<file path="src/rtl/pong_match_ctrl_if.sv">
// Signal bundle between the pong input/animation logic and the match sequencer.
// The testbench or pong top drives through master; pong_match_ctrl uses slave.
interface pong_match_ctrl_if;
  logic       frame_tick;
  logic       start;
  logic       pause;
  logic       miss_left;
  logic       miss_right;
  logic       ball_enable;
  logic       ball_reset;
  logic       serve_dir;
  logic [3:0] score1;
  logic [3:0] score2;
  logic       game_over;
  logic [1:0] winner;
  logic [2:0] state_dbg;

  modport master (
    output frame_tick, start, pause, miss_left, miss_right,
    input  ball_enable, ball_reset, serve_dir, score1, score2,
           game_over, winner, state_dbg
  );

  modport slave (
    input  frame_tick, start, pause, miss_left, miss_right,
    output ball_enable, ball_reset, serve_dir, score1, score2,
           game_over, winner, state_dbg
  );
endinterface

</file>
<file path="src/rtl/pong_match_ctrl.sv">
// Pong match sequencer: serve hold, play/pause gating, scoring and winner.
// Define PONG_WIN_BY_TWO_EN to require a two-point lead, with deuce fold.
module pong_match_ctrl #(
  parameter int WIN_SCORE   = 9,
  parameter int SERVE_DELAY = 60
) (
  input logic               clk,
  input logic               reset,
  pong_match_ctrl_if.slave  bus
);

  typedef enum logic [2:0] {
    ST_IDLE       = 3'd0,
    ST_SERVE_WAIT = 3'd1,
    ST_PLAY       = 3'd2,
    ST_POINT      = 3'd3,
    ST_GAME_OVER  = 3'd4
  } state_t;

  localparam logic [3:0] WIN        = 4'(WIN_SCORE);
  localparam logic [7:0] DELAY_LAST = 8'(SERVE_DELAY - 1);

  state_t     r_state;
  logic [7:0] r_cnt;
  logic [3:0] r_score1;
  logic [3:0] r_score2;
  logic       r_serve_dir;
  logic [1:0] r_winner;
  logic       r_ball_enable;
  logic       r_ball_reset;
  logic       r_game_over;

  state_t     w_state_nxt;
  logic [7:0] w_cnt_nxt;
  logic [3:0] w_score1_nxt;
  logic [3:0] w_score2_nxt;
  logic       w_serve_dir_nxt;
  logic [1:0] w_winner_nxt;
  logic       w_win_p1;
  logic       w_win_p2;
  logic       w_deuce;
  logic       w_miss_valid;

  // Extended to 5 bits so score+2 cannot wrap near the top of the 4-bit range.
`ifdef PONG_WIN_BY_TWO_EN
  assign w_win_p1 = (r_score1 >= WIN) && ({1'b0, r_score1} >= {1'b0, r_score2} + 5'd2);
  assign w_win_p2 = (r_score2 >= WIN) && ({1'b0, r_score2} >= {1'b0, r_score1} + 5'd2);
  assign w_deuce  = (r_score1 == WIN) && (r_score2 == WIN);
`else
  assign w_win_p1 = (r_score1 >= WIN);
  assign w_win_p2 = (r_score2 >= WIN);
  assign w_deuce  = 1'b0;
`endif

  assign w_miss_valid = !bus.pause && (bus.miss_left ^ bus.miss_right);

  // NOTE: every signal assigned here gets a default first, so no path can infer a latch.
  always_comb begin
    w_state_nxt     = r_state;
    w_cnt_nxt       = r_cnt;
    w_score1_nxt    = r_score1;
    w_score2_nxt    = r_score2;
    w_serve_dir_nxt = r_serve_dir;
    w_winner_nxt    = r_winner;
    unique case (r_state)
      ST_IDLE: begin
        w_score1_nxt = 4'd0;
        w_score2_nxt = 4'd0;
        if (bus.start) begin
          w_state_nxt     = ST_SERVE_WAIT;
          w_cnt_nxt       = 8'd0;
          w_serve_dir_nxt = 1'b0;
        end
      end
      ST_SERVE_WAIT: begin
        if (bus.frame_tick) begin
          w_cnt_nxt = r_cnt + 8'd1;
          if (r_cnt == DELAY_LAST) w_state_nxt = ST_PLAY;
        end
      end
      ST_PLAY: begin
        if (w_miss_valid) begin
          w_state_nxt = ST_POINT;
          if (bus.miss_left) begin
            w_score2_nxt    = r_score2 + 4'd1;
            w_serve_dir_nxt = 1'b1;
          end else begin
            w_score1_nxt    = r_score1 + 4'd1;
            w_serve_dir_nxt = 1'b0;
          end
        end
      end
      ST_POINT: begin
        if (w_win_p1 || w_win_p2) begin
          w_state_nxt  = ST_GAME_OVER;
          w_winner_nxt = w_win_p1 ? 2'b01 : 2'b10;
        end else begin
          w_state_nxt = ST_SERVE_WAIT;
          w_cnt_nxt   = 8'd0;
          if (w_deuce) begin
            w_score1_nxt = WIN - 4'd1;
            w_score2_nxt = WIN - 4'd1;
          end
        end
      end
      ST_GAME_OVER: begin
        if (bus.start) begin
          w_state_nxt     = ST_SERVE_WAIT;
          w_cnt_nxt       = 8'd0;
          w_score1_nxt    = 4'd0;
          w_score2_nxt    = 4'd0;
          w_winner_nxt    = 2'b00;
          w_serve_dir_nxt = 1'b0;
        end
      end
      default: w_state_nxt = ST_IDLE;
    endcase
  end

  // NOTE: registers use non-blocking assignments so all flops update together on the edge.
  always_ff @(posedge clk) begin
    if (reset) r_state <= ST_IDLE;
    else       r_state <= w_state_nxt;
  end

  // Outputs are decoded from the next state so they line up with the state register.
  always_ff @(posedge clk) begin
    if (reset) begin
      r_cnt         <= 8'd0;
      r_score1      <= 4'd0;
      r_score2      <= 4'd0;
      r_serve_dir   <= 1'b0;
      r_winner      <= 2'b00;
      r_ball_enable <= 1'b0;
      r_ball_reset  <= 1'b1;
      r_game_over   <= 1'b0;
    end else begin
      r_cnt         <= w_cnt_nxt;
      r_score1      <= w_score1_nxt;
      r_score2      <= w_score2_nxt;
      r_serve_dir   <= w_serve_dir_nxt;
      r_winner      <= w_winner_nxt;
      r_ball_enable <= (w_state_nxt == ST_PLAY) && !bus.pause;
      r_ball_reset  <= (w_state_nxt != ST_PLAY);
      r_game_over   <= (w_state_nxt == ST_GAME_OVER);
    end
  end

  assign bus.ball_enable = r_ball_enable;
  assign bus.ball_reset  = r_ball_reset;
  assign bus.serve_dir   = r_serve_dir;
  assign bus.score1      = r_score1;
  assign bus.score2      = r_score2;
  assign bus.game_over   = r_game_over;
  assign bus.winner      = r_winner;
  assign bus.state_dbg   = r_state;

endmodule

</file>
<file path="src/flat_wrapper.sv">
// flat-port wrapper written by rule: the top's interface ports become plain ports
module pong_match_ctrl_flat 
#(
  parameter int WIN_SCORE   = 9,
  parameter int SERVE_DELAY = 60
)
  (clk, reset, bus_frame_tick, bus_start, bus_pause, bus_miss_left, bus_miss_right, bus_ball_enable, bus_ball_reset, bus_serve_dir, bus_score1, bus_score2, bus_game_over, bus_winner, bus_state_dbg);
  pong_match_ctrl_if bus_i ();
  input logic clk;
  input logic reset;
  input wire logic [$bits(bus_i.frame_tick)-1:0] bus_frame_tick;
  input wire logic [$bits(bus_i.start)-1:0] bus_start;
  input wire logic [$bits(bus_i.pause)-1:0] bus_pause;
  input wire logic [$bits(bus_i.miss_left)-1:0] bus_miss_left;
  input wire logic [$bits(bus_i.miss_right)-1:0] bus_miss_right;
  output wire logic [$bits(bus_i.ball_enable)-1:0] bus_ball_enable;
  output wire logic [$bits(bus_i.ball_reset)-1:0] bus_ball_reset;
  output wire logic [$bits(bus_i.serve_dir)-1:0] bus_serve_dir;
  output wire logic [$bits(bus_i.score1)-1:0] bus_score1;
  output wire logic [$bits(bus_i.score2)-1:0] bus_score2;
  output wire logic [$bits(bus_i.game_over)-1:0] bus_game_over;
  output wire logic [$bits(bus_i.winner)-1:0] bus_winner;
  output wire logic [$bits(bus_i.state_dbg)-1:0] bus_state_dbg;
  assign bus_i.frame_tick = bus_frame_tick;
  assign bus_i.start = bus_start;
  assign bus_i.pause = bus_pause;
  assign bus_i.miss_left = bus_miss_left;
  assign bus_i.miss_right = bus_miss_right;
  assign bus_ball_enable = bus_i.ball_enable;
  assign bus_ball_reset = bus_i.ball_reset;
  assign bus_serve_dir = bus_i.serve_dir;
  assign bus_score1 = bus_i.score1;
  assign bus_score2 = bus_i.score2;
  assign bus_game_over = bus_i.game_over;
  assign bus_winner = bus_i.winner;
  assign bus_state_dbg = bus_i.state_dbg;
  pong_match_ctrl #(.WIN_SCORE(WIN_SCORE), .SERVE_DELAY(SERVE_DELAY)) u_core (.clk(clk), .reset(reset), .bus(bus_i));
endmodule
</file>
<file path="config.mk">
export PLATFORM = sky130hd
export DESIGN_NAME = pong_match_ctrl_flat
export DESIGN_NICKNAME = d
export VERILOG_FILES = /design/src/rtl/pong_match_ctrl_if.sv /design/src/rtl/pong_match_ctrl.sv /design/src/flat_wrapper.sv
export SDC_FILE = /design/constraint.sdc
export NUM_CORES = 1
export LEC_CHECK = 0
export ABC_CLOCK_PERIOD_IN_PS = 5700
export BUFFER_PORTS_ARGS = -buffer_cell sky130_fd_sc_hd__buf_2
export CORE_MARGIN = 4
export CORE_UTILIZATION = 49
export CTS_CLUSTER_DIAMETER = 100
export DETAILED_ROUTE_END_ITERATION = 10
export GPL_TIMING_DRIVEN = 0
export PLACE_DENSITY = 0.72
export SYNTH_ARGS = -nofsm -noshare
export SYNTH_HDL_FRONTEND = slang
export SYNTH_SLANG_ARGS = --single-unit
</file>
<file path="constraint.sdc">
create_clock -name clk -period 5.7 [get_ports clk]
set_input_delay 1.14 -clock clk [delete_from_list [all_inputs] [get_ports clk]]
set_output_delay 1.14 -clock clk [all_outputs]
set_load 0.02 [all_outputs]
</file>
==> results_dict.tcl, run 1 <==
set metrics [dict create \
    start_util_pct 51.06 \
    insertion_delay_ns 0.31 \
    r2r_start "u_core.bus.score1[1]$_SDFFE_PP0P_" \
    stdcell_count 195 \
    syn_avg_cell_area_um2 9.100 \
    worst_clock_skew_ns 0.002937 \
    dr.max_layer_used "met4" \
    vias_per_cell 5.451 \
    place_ws_ns 3.181 \
    cts_inserted_buffers 3 \
    p_int_mw 0.2199 \
    post-cts-setup-buffer-count 0 \
    worstSetupStartpoint "bus_start" \
    ir_drop_mv 0.1241 \
    clockBufferDepth 2 \
    power_frac_seq_pct 61.2 \
    post-route-cell-area_mm2 0.001439 \
    place_area_mm2 0.001413 \
    critPathCaptureType "flop" \
    fin_util_pct 58.08 \
    comb_power_share_pct 12.8 \
    grt_setup_unrepaired "no" \
    numClockSinks 25 \
    cts-hold-fix-buffers 0 \
    coreArea_mm2 0.002477 \
    drive_gt1_share_pct 19.39 \
    antenna_cells 0 \
    met3WireLength_um 129 \
    cts_tree "built" \
    setup_tns_ns 0 \
    cts_resized 0 \
    switching_power_mw 0.07729 \
    dp_hpwl_um 1969 \
    drc_errors 0 \
    timing.hold.ws_ns 0.4787 \
    synth-seq-cells 25 \
    grt_pass1_wl_um 4326 \
    fmax_mhz 458.9 \
    finalPower_mw 0.2972 \
    fin_crit_ns 2.179 \
    tightest_slew_ns 0.4368 \
    setup_viol 0 \
    crit_type "input port to flop" \
    synth-seq-area-share_pct 39.56 \
    timing_hold_violations_final 0 \
    final_max_slew_viol_count 0 \
    synthArstFlopShare_pct 0 \
    row_count 18 \
    cts-root-buf "clkbuf_4" \
    final_nets 180 \
    syn_to_final_growth_pct 13.75 \
    cp.required_ns 5.96 \
    antenna_found_initial 0 \
    synth_cell_type_count 35 \
    drt-pass1-iter-count 4 \
    globalRouteOverflowTotal 0 \
    dieWidth_um 58.81 \
    wirelength_um 2552 \
    ant_nets 0 \
    hp-start "u_core.bus.winner[1]$_SDFFE_PP0P_" \
    dp_cells 191 \
    netlist_instances 139 \
    period_share_pct 38.23 \
    synth-edff-count 0 \
    crit_arrival_ns 2.44 \
    dieArea_mm2 0.003459 \
    grt_start_max_net_pins 14 \
    cap_violations 0 \
    r2r_cells 7 \
    gp_congestion 0.8758 \
    crit_path_start_kind "input port" \
    crit_fanout 6 \
    setup_ws_ns 3.521 \
    avgRoutedWirePerCell_um 13.09 \
    p_leak_nw 0.6252 \
    p_clk_share_pct 26.0 \
    status "finished clean" \
    syn_area_mm2 0.001265 \
    cellPowerDensity_mw_per_mm2 206.6 \
    htree_levels 1 \
    clkTransAtPathRegs_ns 0.13 \
    dr_total_vias 1063 \
    hold_depth 2 \
    synth_warnings 0 \
    hp-class "flop to flop" \
    switching_share_pct 26.00 \
    grt.total_usage_pct 15.78 \
    ioPinCount 24 \
    relSlewSlack_pct 70.88 \
    drt_iter0_markers 20 \
    route.met2.wl_um 1248 \
    grt_pass1_vias 1023 \
    synthFlopType "dfxtp_1" \
    die_h_um 58.81 \
    portBuffers 22 \
    drt-met1-wl_um 1137 \
    syn_nets 153 \
]
-- placed cells by master (no fill, tap or decap), drive strengths merged, types with 4 or more instances in the layout --
| master | count |
|---|---|
| dfxtp | 25 |
| nand2 | 5 |
| nor2 | 22 |
| a21oi | 7 |
| ha | 7 |
| inv | 8 |
| nand3 | 7 |
| o21ai | 6 |
| buf | 22 |
| xor2 | 9 |
| o211ai | 5 |
| clkbuf | 6 |
| and3 | 4 |
-- Yosys cell counts (all sizes together) (2+ instances only) --
cell / instances / share of area (%)
xnor2: 3 / 2.1
o211ai: 5 / 3.0
nor2b: 2 / 0.99
a21o: 2 / 1.3
nand2: 5 / 1.5
a221oi: 2 / 1.4
nand4: 2 / 0.99
and3: 4 / 2.0
a211oi: 2 / 1.2
xor2: 9 / 6.2
nor4b: 2 / 1.4
or3b: 3 / 2.3
inv: 8 / 2.4
a21oi: 7 / 2.8
nand2b: 3 / 1.7
ha: 7 / 6.9
dfxtp: 25 / 40
clkbuf: 2 / 0.59
a32o: 2 / 1.6
or3: 2 / 0.99
o21ai: 6 / 4.2
nor2: 22 / 6.7
nand3: 7 / 2.8
-- worst max-delay path, stage by stage --
cell	delay, ns
buf_2	0.10
or3b_1	0.43
o21ai_4	0.14
o21ai_4	0.13
or3_1	0.36
a21oi_1	0.14
-- cell families after synthesis --
family | after synthesis | share of synthesized area, %
buffers and inverters | 10 | 2.968
adders and majority gates | 7 | 6.924
and+or+nand+nor | 55 | 23.05
AOI/OAI and AO/OA | 29 | 18.40
xor gates and xnor gates | 12 | 8.309
DFF | 25 | 39.56
muxes | 1 | 0.7913
-- registers in the layout, summed over array words and instances, names as in the netlist --
name and count:
u_core.r_cnt 8, u_core.bus.score1 4, u_core.bus.score2 4, u_core.bus.state_dbg 3, u_core.bus.winner 2, u_core.bus.ball_enable 1
u_core.bus.ball_reset 1, u_core.bus.game_over 1, u_core.bus.serve_dir 1
-- final cells by class --
| class | count | area [um^2] |
|---|---|---|
| buffer | 2 | 7.507 |
| clock buffer | 4 | 26.28 |
| fill | 242 | 1039 |
| inverter | 8 | 30.03 |
| multi-input combinational | 104 | 726.9 |
| sequential | 25 | 500.5 |
| tap | 30 | 37.54 |
| timing repair buffer | 22 | 110.1 |
-- layer usage --
| metal | global-route usage [%] | up-vias |
|---|---|---|
| li1 | - | 546 |
| met1 | 19.49 | 491 |
| met2 | 27.13 | 22 |
| met3 | 3.289 | 4 |
| met4 | 5.178 | 0 |
| met5 | 0 | - |
-- power by group through the flow --
stage          sequential [mW]  combinational [mW]  clock [mW]
2_1_floorplan            0.187              0.0261           0
3_5_place_dp             0.186              0.0382           0
3_3_place_gp             0.186              0.0368           0
6_report                 0.182              0.0381      0.0772
5_1_grt                  0.183              0.0430      0.0869
4_1_cts                  0.182              0.0384      0.0816
-- worst paths after layout --
| path | slack [ns] | to |
|---|---|---|
| worst max-delay path | 3.52 | u_core.r_cnt[5]$_SDFFE_PP0P_ |
| worst min-delay path | 0.48 | u_core.bus.winner[1]$_SDFFE_PP0P_ |
| worst max register to register | 3.61 | u_core.r_cnt[5]$_SDFFE_PP0P_ |
| worst min register to register | 0.48 | u_core.bus.winner[1]$_SDFFE_PP0P_ |
(Power assumes the default switching activity.)
==> inputs of run 2 (changes only) <==
--- a/config.mk
+++ b/config.mk
@@ -5,14 +5,15 @@
 export SDC_FILE = /design/constraint.sdc
 export NUM_CORES = 1
 export LEC_CHECK = 0
-export ABC_CLOCK_PERIOD_IN_PS = 5700
+export ABC_AREA = 1
+export ABC_CLOCK_PERIOD_IN_PS = 2200
 export BUFFER_PORTS_ARGS = -buffer_cell sky130_fd_sc_hd__buf_2
 export CORE_MARGIN = 4
 export CORE_UTILIZATION = 49
 export CTS_CLUSTER_DIAMETER = 100
 export DETAILED_ROUTE_END_ITERATION = 10
 export GPL_TIMING_DRIVEN = 0
-export PLACE_DENSITY = 0.72
+export PLACE_DENSITY = 0.71
 export SYNTH_ARGS = -nofsm -noshare
 export SYNTH_HDL_FRONTEND = slang
 export SYNTH_SLANG_ARGS = --single-unit
==> constraint.sdc (replaced) <==
create_clock -name clk -period 2.2 [get_ports clk]
set_input_delay 0.44 -clock clk [delete_from_list [all_inputs] [get_ports clk]]
set_output_delay 0.44 -clock clk [all_outputs]
set_load 0.02 [all_outputs]
==> run 2 against run 1 <==
  * Critical path depth increased by 3
  * Final cell count up 45%
  * Non-clock buffer count did not move
  * Combinational power rose to 3.5 times the previous value
  * Final area rose by 15%
  * Count of clock-buffer cells in the layout is 1 lower
  * Power rose to 2.8 times the previous value
  * Via count is 39% higher
  * Largest cell class unchanged
  * Largest power group unchanged
==> results_dict.tcl, run 2 <==
set metrics [dict create \
    crit_arrival_ns 1.88 \
    vias_per_cell 5.234 \
    globalRouteOverflowTotal 0 \
    final_nets 266 \
    drc_errors 0 \
    yosys.area.top_type "dfxtp_1" \
    die_h_um 62.96 \
    timing_hold_violations_final 0 \
    cts-root-buf "clkbuf_4" \
    tightest_slew_ns 0.5449 \
    crit_path_start_kind "flop" \
    insertion_delay_ns 0.33 \
    clkTransAtPathRegs_ns 0.15 \
    coreArea_mm2 0.002829 \
    synth_commonest_cells "nand2_1 (61), nor2_1 (32), inv_1 (30), dfxtp_1 (25), a21oi_1 (17)" \
    synth_cell_type_count 22 \
    grt_start_max_net_pins 15 \
    cts-hold-fix-buffers 0 \
    netlist_instances 224 \
    gp_congestion 0.7895 \
    antenna_found_initial 0 \
    synth_warnings 0 \
    relSlewSlack_pct 63.67 \
    dr_total_vias 1476 \
    fin_crit_ns 1.621 \
    hp-class "input port to flop" \
    worst_clock_skew_ns 0.01510 \
    drt_iter0_markers 150 \
    ant_nets 0 \
    syn_nets 238 \
    critPathCaptureType "flop" \
    dp_cells 278 \
    grt_pass1_vias 1294 \
    synthArstFlopShare_pct 0 \
    crit_type "flop to flop" \
    netlist_top_cells_area "dfxtp_1 (34%), nand2_1 (15%), nor2_1 (8.1%)" \
    row_count 19 \
    synthFlopType "dfxtp_1" \
    post-cts-setup-buffer-count 0 \
    multiInputGateArea_um2 855.8 \
    drt-pass1-iter-count 4 \
    synth_top_area_share_pct 33.81 \
    synth-edff-count 0 \
    grt_pass1_wl_um 5671 \
    regArea_um2 500.5 \
    largest_reg_flops 8 \
    synth-seq-area-share_pct 33.81 \
    mostFrequentLayoutCells "nand2_1 (61), nor2_1 (32), inv_1 (30)" \
    crit_fanout 5 \
    setup_viol 0 \
    dp_hpwl_um 2457 \
    status "finished clean" \
    cp.required_ns 2.46 \
    cellPowerDensity_mw_per_mm2 498.5 \
    synth-seq-cells 25 \
    cts_tree "built" \
    setup_tns_ns 0 \
    ioPinCount 24 \
    drive_gt1_share_pct 15.94 \
    final_max_slew_viol_count 0 \
    period_share_pct 73.70 \
    portBuffers 23 \
    start_util_pct 52.32 \
    dieWidth_um 62.96 \
    yosysMostFrequentCell "nand2_1" \
    syn_avg_cell_area_um2 6.608 \
    clockBufferDepth 2 \
    p_leak_nw 0.8249 \
    syn_to_final_growth_pct 12.26 \
    avgRoutedWirePerCell_um 11.34 \
    cts_inserted_buffers 3 \
    grt_setup_unrepaired "no" \
    ir_drop_mv 0.2310 \
    antenna_cells 0 \
    wirelength_um 3197 \
    syn_area_mm2 0.001480 \
    fmax_mhz 616.8 \
    cts_resized 0 \
    grt.total_usage_pct 17.23 \
    layout_commonest_cell "nand2_1" \
    dieArea_mm2 0.003964 \
    cap_violations 0 \
    regMostFlops "u_core.r_cnt" \
    fillCellCount 291 \
    numClockSinks 25 \
    stdcell_count 282 \
    htree_levels 1 \
]
## run 2: cell types whose count changed after synthesis, sizes merged, moves of 5 or more
| cell | change |
|---|---|
| a21oi | +10 |
| xor2 | -7 |
| nand3 | +12 |
| nor2 | +12 |
| inv | +24 |
| nand2 | +61 |
| nand4 | +5 |
## run 2: cell type report
type                       count  area share (%)
multi-input combinational    166           51.51
sequential                    25           30.12
inverter                      32           7.229
timing repair buffer          23           6.928
tap                           31           2.334
clock buffer                   3           1.355
clock inverter                 1          0.3012
buffer                         1          0.2259
## run 2: path summary, 6_finish.rpt
kind / endpoint / start / slack, ns / cells after the start
setup / recovery: u_core.r_cnt[6]$_SDFFE_PP0P_ / u_core.bus.score1[1]$_SDFFE_PP0P_ / 0.58 / 9
hold / removal: u_core.bus.ball_enable$_SDFF_PP0_ / bus_pause / 0.27 / 2
setup reg to reg: u_core.r_cnt[6]$_SDFFE_PP0P_ / u_core.bus.score1[1]$_SDFFE_PP0P_ / 0.58 / 9
hold reg to reg: u_core.bus.winner[1]$_SDFFE_PP0P_ / u_core.bus.winner[1]$_SDFFE_PP0P_ / 0.49 / 2
## run 2: critical path: stages (launching register included)
cell and delay (ns):
dfxtp_1 0.42, inv_1 0.09, ha_1 0.18, nor2_1 0.08
nand2_1 0.07, nand2_1 0.10, nand2_1 0.11, a21oi_1 0.29
nand2_1 0.10, a21oi_1 0.12
## run 2: per-stage QoR
step	utilization, %	instance area, um^2	worst slack [ns]	power [mW]	hold WS, ns
3_5_place_dp	57.76	1634	0.6187	0.6228	0.4671
3_3_place_gp	57.76	1634	0.6298	0.6224	0.4686
2_1_floorplan	-	1480	0.6410	0.5846	0.4659
5_1_grt	58.74	1662	0.3693	0.8713	0.2627
6_report	58.74	1662	0.5786	0.8283	0.2670
4_1_cts	58.74	1662	0.5794	0.8339	0.2628
## run 2: cells by family after synthesis
group / count (synthesis) / share of synthesized area (%)
xor+xnor: 4 / 2.367
flops: 25 / 33.81
buf+inv: 33 / 8.369
fa+ha+maj: 7 / 5.917
compound gates: 26 / 9.214
simple gates: 129 / 40.32
## run 2: per-layer routing
metal / up-vias / GRT usage, % / routed length, um
met2: 34 / 30.04 / 1556
met3: 4 / 3.597 / 150
li1: 767 / - / -
met4: 0 / 5.234 / 38
met1: 671 / 21.01 / 1452
met5: - / 0 / 0
## run 2: where the power goes
group	leakage, nW	switching [mW]	internal [mW]
Combinational	0.605	0.0904	0.0447
Sequential	0.202	0.0145	0.463
Clock	0.0177	0.147	0.0683
